==> config.mk <==
export PLATFORM = sky130hd
export DESIGN_NAME = seq_datapath
export DESIGN_NICKNAME = d
export VERILOG_FILES = /design/src/rtl/seq_dp_pkg.sv /design/src/rtl/seq_dp_alu.sv /design/src/rtl/seq_datapath.sv
export SDC_FILE = /design/constraint.sdc
export NUM_CORES = 2
export LEC_CHECK = 0
export BUFFER_PORTS_ARGS = -buffer_cell sky130_fd_sc_hd__buf_2
export CAP_MARGIN = 20
export CORE_ASPECT_RATIO = 0.5
export CORE_MARGIN = 1.5
export CORE_UTILIZATION = 40
export DETAILED_ROUTE_END_ITERATION = 8
export PLACE_DENSITY_LB_ADDON = 0.12
export SLEW_MARGIN = 40
export SYNTH_ARGS = -nofsm -noshare
export SYNTH_HDL_FRONTEND = slang
export SYNTH_HIERARCHICAL = 1
export SYNTH_SLANG_ARGS = --single-unit
==> constraint.sdc <==
create_clock -name clk -period 19 [get_ports clk]
set_clock_uncertainty 0.15 [all_clocks]
set_input_delay 1.9 -clock clk [delete_from_list [all_inputs] [get_ports clk]]
set_output_delay 1.9 -clock clk [all_outputs]
set_load 0.02 [all_outputs]
==> src/rtl/seq_dp_pkg.sv <==
// Shared definitions for the sequenced register datapath: opcodes,
// sequencer states and opcode legality.
package seq_dp_pkg;

  localparam logic [3:0] OP_ADD  = 4'd0;
  localparam logic [3:0] OP_SUB  = 4'd1;
  localparam logic [3:0] OP_AND  = 4'd2;
  localparam logic [3:0] OP_OR   = 4'd3;
  localparam logic [3:0] OP_SHL  = 4'd4;
  localparam logic [3:0] OP_SHR  = 4'd5;
  localparam logic [3:0] OP_MUL  = 4'd6;
  localparam logic [3:0] OP_NOT  = 4'd7;
  localparam logic [3:0] OP_NEG  = 4'd8;
  localparam logic [3:0] OP_LAST = OP_NEG;

  typedef enum logic [2:0] {
    IDLE,
    T_Y,
    T_Z,
    T_WB,
    T_WBH
  } state_t;

  function automatic logic is_legal_op(input logic [3:0] op);
    return op <= OP_LAST;
  endfunction

endpackage

==> src/rtl/seq_dp_alu.sv <==
// Combinational ALU: Y operand against the bus operand, 2*DATA_W result.
// Only MUL uses the upper half; every other op zero-extends.
module seq_dp_alu
  import seq_dp_pkg::*;
#(
  parameter int DATA_W = 32
) (
  input  logic [DATA_W-1:0]   y,
  input  logic [DATA_W-1:0]   b,
  input  logic [3:0]          op,
  output logic [2*DATA_W-1:0] result
);

  localparam int SH_W = $clog2(DATA_W);

  logic [DATA_W-1:0] narrow;
  logic [SH_W-1:0]   shamt;

  assign shamt = b[SH_W-1:0];

  always_comb begin
    narrow = '0;
    result = '0;
    case (op)
      OP_ADD:  narrow = y + b;
      OP_SUB:  narrow = y - b;
      OP_AND:  narrow = y & b;
      OP_OR:   narrow = y | b;
      OP_SHL:  narrow = y << shamt;
      OP_SHR:  narrow = y >> shamt;
      OP_NOT:  narrow = ~b;
      OP_NEG:  narrow = '0 - b;
      default: narrow = '0;
    endcase
    if (op == OP_MUL)
      result = {{DATA_W{1'b0}}, y} * {{DATA_W{1'b0}}, b};
    else
      result = {{DATA_W{1'b0}}, narrow};
  end

endmodule

==> src/rtl/seq_datapath.sv <==
// Shared-bus register datapath with a micro-step sequencer: one start
// pulse runs Ra <= Rb op Rc (MUL writes LO then HI) via Y and Z.
module seq_datapath
  import seq_dp_pkg::*;
#(
  parameter int DATA_W   = 32,
  parameter int NUM_REGS = 16,
  parameter int ADDR_W   = 4,
  parameter int R0_ZERO  = 0
) (
  input  logic              clk,
  input  logic              clr,
  input  logic              start,
  input  logic [3:0]        op,
  input  logic [ADDR_W-1:0] ra,
  input  logic [ADDR_W-1:0] rb,
  input  logic [ADDR_W-1:0] rc,
  output logic              busy,
  output logic              done,
  output logic              err,
  input  logic              ext_we,
  input  logic [ADDR_W-1:0] ext_waddr,
  input  logic [DATA_W-1:0] ext_wdata,
  input  logic [ADDR_W-1:0] rd_addr,
  output logic [DATA_W-1:0] rd_data,
  output logic [DATA_W-1:0] hi,
  output logic [DATA_W-1:0] lo,
  output logic [DATA_W-1:0] bus_out
);

  logic [DATA_W-1:0]   regs [NUM_REGS];
  state_t              state;
  logic [3:0]          op_q;
  logic [ADDR_W-1:0]   ra_q;
  logic [ADDR_W-1:0]   rb_q;
  logic [ADDR_W-1:0]   rc_q;
  logic [DATA_W-1:0]   y;
  logic [2*DATA_W-1:0] z;
  logic [2*DATA_W-1:0] alu_res;
  logic [DATA_W-1:0]   bus;
  logic                ext_wr_ok;
  logic                wb_wr_ok;

  function automatic logic is_r0_locked(input logic [ADDR_W-1:0] a);
    return (R0_ZERO != 0) && (a == '0);
  endfunction

  function automatic logic [DATA_W-1:0] read_reg(input logic [ADDR_W-1:0] a);
    if (is_r0_locked(a))
      return '0;
    return regs[a];
  endfunction

  assign ext_wr_ok = ext_we && (state == IDLE) && !is_r0_locked(ext_waddr);
  assign wb_wr_ok  = (state == T_WB) && (op_q != OP_MUL) && !is_r0_locked(ra_q);

  assign rd_data = read_reg(rd_addr);
  assign bus_out = bus;

  // The bus source is fixed by the micro-step; IDLE exposes the read port.
  always_comb begin
    bus = '0;
    case (state)
      IDLE:    bus = read_reg(rd_addr);
      T_Y:     bus = read_reg(rb_q);
      T_Z:     bus = read_reg(rc_q);
      T_WB:    bus = z[DATA_W-1:0];
      T_WBH:   bus = z[2*DATA_W-1:DATA_W];
      default: bus = '0;
    endcase
  end

  seq_dp_alu #(.DATA_W(DATA_W)) u_alu (
    .y      (y),
    .b      (bus),
    .op     (op_q),
    .result (alu_res)
  );

  always_ff @(posedge clk) begin
    if (!clr) begin
      for (int i = 0; i < NUM_REGS; i++)
        regs[i] <= '0;
    end else begin
      if (ext_wr_ok)
        regs[ext_waddr] <= ext_wdata;
      if (wb_wr_ok)
        regs[ra_q] <= bus;
    end
  end

  // Sequencer: busy/done/err are registered alongside the state.
  always_ff @(posedge clk) begin
    if (!clr) begin
      state <= IDLE;
      busy  <= 1'b0;
      done  <= 1'b0;
      err   <= 1'b0;
      op_q  <= '0;
      ra_q  <= '0;
      rb_q  <= '0;
      rc_q  <= '0;
      y     <= '0;
      z     <= '0;
      hi    <= '0;
      lo    <= '0;
    end else begin
      done <= 1'b0;
      err  <= 1'b0;
      case (state)
        IDLE: begin
          if (start) begin
            op_q <= op;
            ra_q <= ra;
            rb_q <= rb;
            rc_q <= rc;
            if (is_legal_op(op)) begin
              state <= T_Y;
              busy  <= 1'b1;
            end else begin
              done <= 1'b1;
              err  <= 1'b1;
            end
          end
        end
        T_Y: begin
          y     <= bus;
          state <= T_Z;
        end
        T_Z: begin
          z     <= alu_res;
          state <= T_WB;
        end
        T_WB: begin
          if (op_q == OP_MUL) begin
            lo    <= bus;
            state <= T_WBH;
          end else begin
            state <= IDLE;
            busy  <= 1'b0;
            done  <= 1'b1;
          end
        end
        T_WBH: begin
          hi    <= bus;
          state <= IDLE;
          busy  <= 1'b0;
          done  <= 1'b1;
        end
        default: begin
          state <= IDLE;
          busy  <= 1'b0;
        end
      endcase
      if (ext_we && (state != IDLE))
        err <= 1'b1;
    end
  end

endmodule

==> results_dict.tcl <==
set metrics [dict create \
    postCtsHoldBufs 0 \
    power_leakage_nw 35.7 \
    floorplan.initialDensity_pct 40.3 \
    cts.repair_timing.setup_buffer_count 0 \
    worst-path-max-fanout 75 \
    post-layout-total-power_mw 8.19 \
    first_iter_violations 7525 \
    grt_pass1_vias 64700 \
    drive_gt1_share_pct 15.3 \
    cp_num_cells 35 \
    synthesis.area_mm2 0.0781 \
    worstSetupStartpoint "rd_addr[0]" \
    yosys.cell_count.top_type "sky130_fd_sc_hd__nor2_1" \
    insertion_delay_ns 0.70 \
    achievable-frequency_ghz 0.0751 \
    ant_nets 0 \
    setup.worst_path.start_class "input pin" \
    critical_path_arrival_ns 13.74 \
    cp_data_required_time_ns 19.43 \
    port_buffers 190 \
    tritoncts "built" \
    cts_resized 0 \
    critPathCaptureType "flip-flop" \
    worst_r2r_path_depth 35 \
    drc_errors 0 \
    synth_flop_cell "sky130_fd_sc_hd__edfxtp_1" \
    mappedNetlistNets 9498 \
    routabilityCongestion 1.03 \
    routed-via-count 64800 \
    compound_cell_area_share_of_the_yosys_netlist_pct 10.5 \
    timing.max_slew.rel_slack_pct 37.3 \
    timing.setup.tns_ns 0 \
    synthesis.instances 8180 \
    finalWorstPathRequiredPeriod_ns 13.32 \
    clock_transition_at_the_registers_of_the_reported_paths_ns 0.06 \
    synth_largest_type_area_fraction_pct 23.0 \
    largest_family_of_logic_cells_by_synthesized_area "adder cells" \
    worstReg2RegEnd "z[62]" \
    die_height_um 316 \
    grt_overflow 0 \
    cts.htree.levels 3 \
    core_area_mm2 0.194 \
    grt_start_max_net_pins 125 \
    num_io_pins 191 \
    die_area_mm2 0.198 \
    netlist_top_cells_count "sky130_fd_sc_hd__nor2_1, sky130_fd_sc_hd__nand2_1, sky130_fd_sc_hd__inv_1, sky130_fd_sc_hd__fa_1, sky130_fd_sc_hd__edfxtp_1" \
    adder_cell_fraction_of_synth_area_pct 28.8 \
    yosys.cell_types.count 102 \
    cp-endpoint "z[62]" \
    placement_rows 114 \
    synthTopCellsByArea "sky130_fd_sc_hd__fa_1, sky130_fd_sc_hd__edfxtp_1, sky130_fd_sc_hd__mux4_2" \
    synth_sequential_area_ratio_pct 24.5 \
    vdd.ir_drop.worst_mv 0.0851 \
    nNetsFinal 9373 \
    hold_path.class "reg -> reg" \
    detailedRoute.firstPassIterationCount 7 \
    slew_viol_final 0 \
    layout-area-overhead-vs-synth_pct 8.35 \
    numPlacedInstances 10600 \
    hold_viol 0 \
    whs_ns 0.312 \
    post_layout_nonfiller_instances 10700 \
    yosysWarningCount 6 \
    number_of_sinks_driven_by_the_clock_tree 702 \
    routed_wire_length_per_instance_um 31.0 \
    path_common_cell "sky130_fd_sc_hd__fa_1" \
    synth.area.mux_share_pct 13.5 \
    powerDensity_mw_per_mm2 96.7 \
    synth-xor-area-share_pct 1.15 \
    max-clock-path-buffers 3 \
    grt_antenna_before_repair 13 \
    synth_area_leader_cell "sky130_fd_sc_hd__fa_1" \
    run_status "complete, no violations" \
    setup.worst_path.class "in -> reg" \
    floorplan.die.width_um 628 \
    cpPeakStageDelay_ns 0.72 \
    grt_first_pass_wirelength_mm 476 \
    max_slew.worst_pin.slew_ns 0.931 \
    critPathBufInv 7 \
    synth-edff-count 512 \
    clk_root_buffer_cell "sky130_fd_sc_hd__clkbuf_16" \
    yosys.area_share.simple_pct 13.7 \
    worst-r2r-setup-slack_ns 6.74 \
    setup_viol_count_final 0 \
    slowest_stage "sky130_fd_sc_hd__buf_4" \
    route.final.wire_length_mm 333 \
    unrepaired_setup_endpoints_after_global_routing "false" \
    ys_seq_elements 702 \
    gr-usage-all-layers_pct 33.3 \
    vias_per_cell 6.03 \
    number_of_fill_cells 19100 \
    period_share_pct 70.1 \
    cts-buffers-inserted 81 \
    max_cap_viol_count 0 \
    worst_path_dominant_cell_family "adder cells" \
    synth_async_sr_flop_share_pct 0 \
    place_hpwl_mm 233 \
    avgSynthCellArea_um2 9.55 \
]
placed cells by master (no fill, tap or decap), types with 33 or more instances in the layout:
cell type                   synthesis  final
sky130_fd_sc_hd__xnor2_1           66     66
sky130_fd_sc_hd__o22ai_1          165    165
sky130_fd_sc_hd__buf_2            126    186
sky130_fd_sc_hd__fa_1             897    897
sky130_fd_sc_hd__xor2_1            37     37
sky130_fd_sc_hd__mux2_2           286    286
sky130_fd_sc_hd__nand2_1          945    910
sky130_fd_sc_hd__buf_4             11    208
sky130_fd_sc_hd__a211oi_1          46     46
sky130_fd_sc_hd__inv_1            932    926
sky130_fd_sc_hd__mux4_2           252    252
sky130_fd_sc_hd__nand3_1           63     57
sky130_fd_sc_hd__o21ai_0          233    231
sky130_fd_sc_hd__nand2_2            2     33
sky130_fd_sc_hd__a21o_1            53     53
sky130_fd_sc_hd__ha_1             361    361
sky130_fd_sc_hd__nor2b_1           36     36
sky130_fd_sc_hd__nor2_1          1298   1295
sky130_fd_sc_hd__a21boi_0         113    113
sky130_fd_sc_hd__clkbuf_16          0     87
sky130_fd_sc_hd__dfxtp_1          190    184
sky130_fd_sc_hd__a22oi_1           41     41
sky130_fd_sc_hd__edfxtp_1         512    512
sky130_fd_sc_hd__a21oi_1          255    254
sky130_fd_sc_hd__nor3_1           108     92
sky130_fd_sc_hd__mux2i_1          162    162
through the flow:
step | area (um^2) | setup WS, ns | util [%]
2_1_floorplan | 78100 | 6.59 | -
3_3_place_gp | 81600 | 5.34 | 42.2
3_5_place_dp | 81900 | 5.29 | 42.3
4_1_cts | 84500 | 5.94 | 43.6
5_1_grt | 84600 | 5.29 | 43.7
6_report | 84700 | 5.68 | 43.7
final cells by class:
type                       count  area (um^2)  area share, %
tap                         2610         3270           3.86
timing repair buffer         404         2630           3.10
inverter                     949         3560           4.21
clock inverter                32          329          0.389
clock buffer                 115         2350           2.78
antenna                       14         35.0         0.0414
sequential                   702        19200           22.7
multi-input combinational   5917        53300           62.9
sequential cells by signal, indices dropped and copies added, names as in the netlist, named ones only:
register  flops
op_q          4
rb_q          4
rc_q          4
ra_q          4
hi           32
y            32
err           1
z            64
busy          1
state         3
done          1
lo           32
regs        512
worst min-delay path by stage:
| stage | start | end | cells past startpoint |
|---|---|---|---|
| detailed placement | hi[24] | hi[24] | 2 |
| global route | z[17] | z[17] | 2 |
| floorplan | z[0] | z[0] | 2 |
| global placement | hi[26] | hi[26] | 2 |
| finish | hi[24] | hi[24] | 2 |
| CTS | hi[24] | hi[24] | 2 |
cell families after synthesis:
logic type      Yosys count
simple gates           2624
buf+inv                1561
fa+ha+maj              1258
compound gates         1229
mux                     703
flops                   702
xor+xnor                103
per-layer routing:
metal,track usage [%],up-vias,share of wire (%)
li1,-,27200,-
met1,45.4,33500,42
met4,12.8,10,4.3
met3,7.59,642,10
met2,51.8,3466,44
met5,0,-,0.020
power by group:
group / internal [mW] / switching [mW] / total, mW
Sequential: 1.70 / 0.0627 / 1.76
Clock: 0.912 / 0.704 / 1.62
Combinational: 1.58 / 3.22 / 4.81
worst register-to-register path, delay by kind of cell (launching register included):
family | cells | cell delay, ns
adders and majority gates | 9 | 4.61
AOI/OAI and AO/OA | 8 | 2.38
buffers and inverters | 7 | 2.30
and+or+nand+nor | 8 | 1.18
muxes | 2 | 0.78
DFF | 1 | 0.70
xor gates and xnor gates | 1 | 0.08
Power figures use the tool's default switching activity.
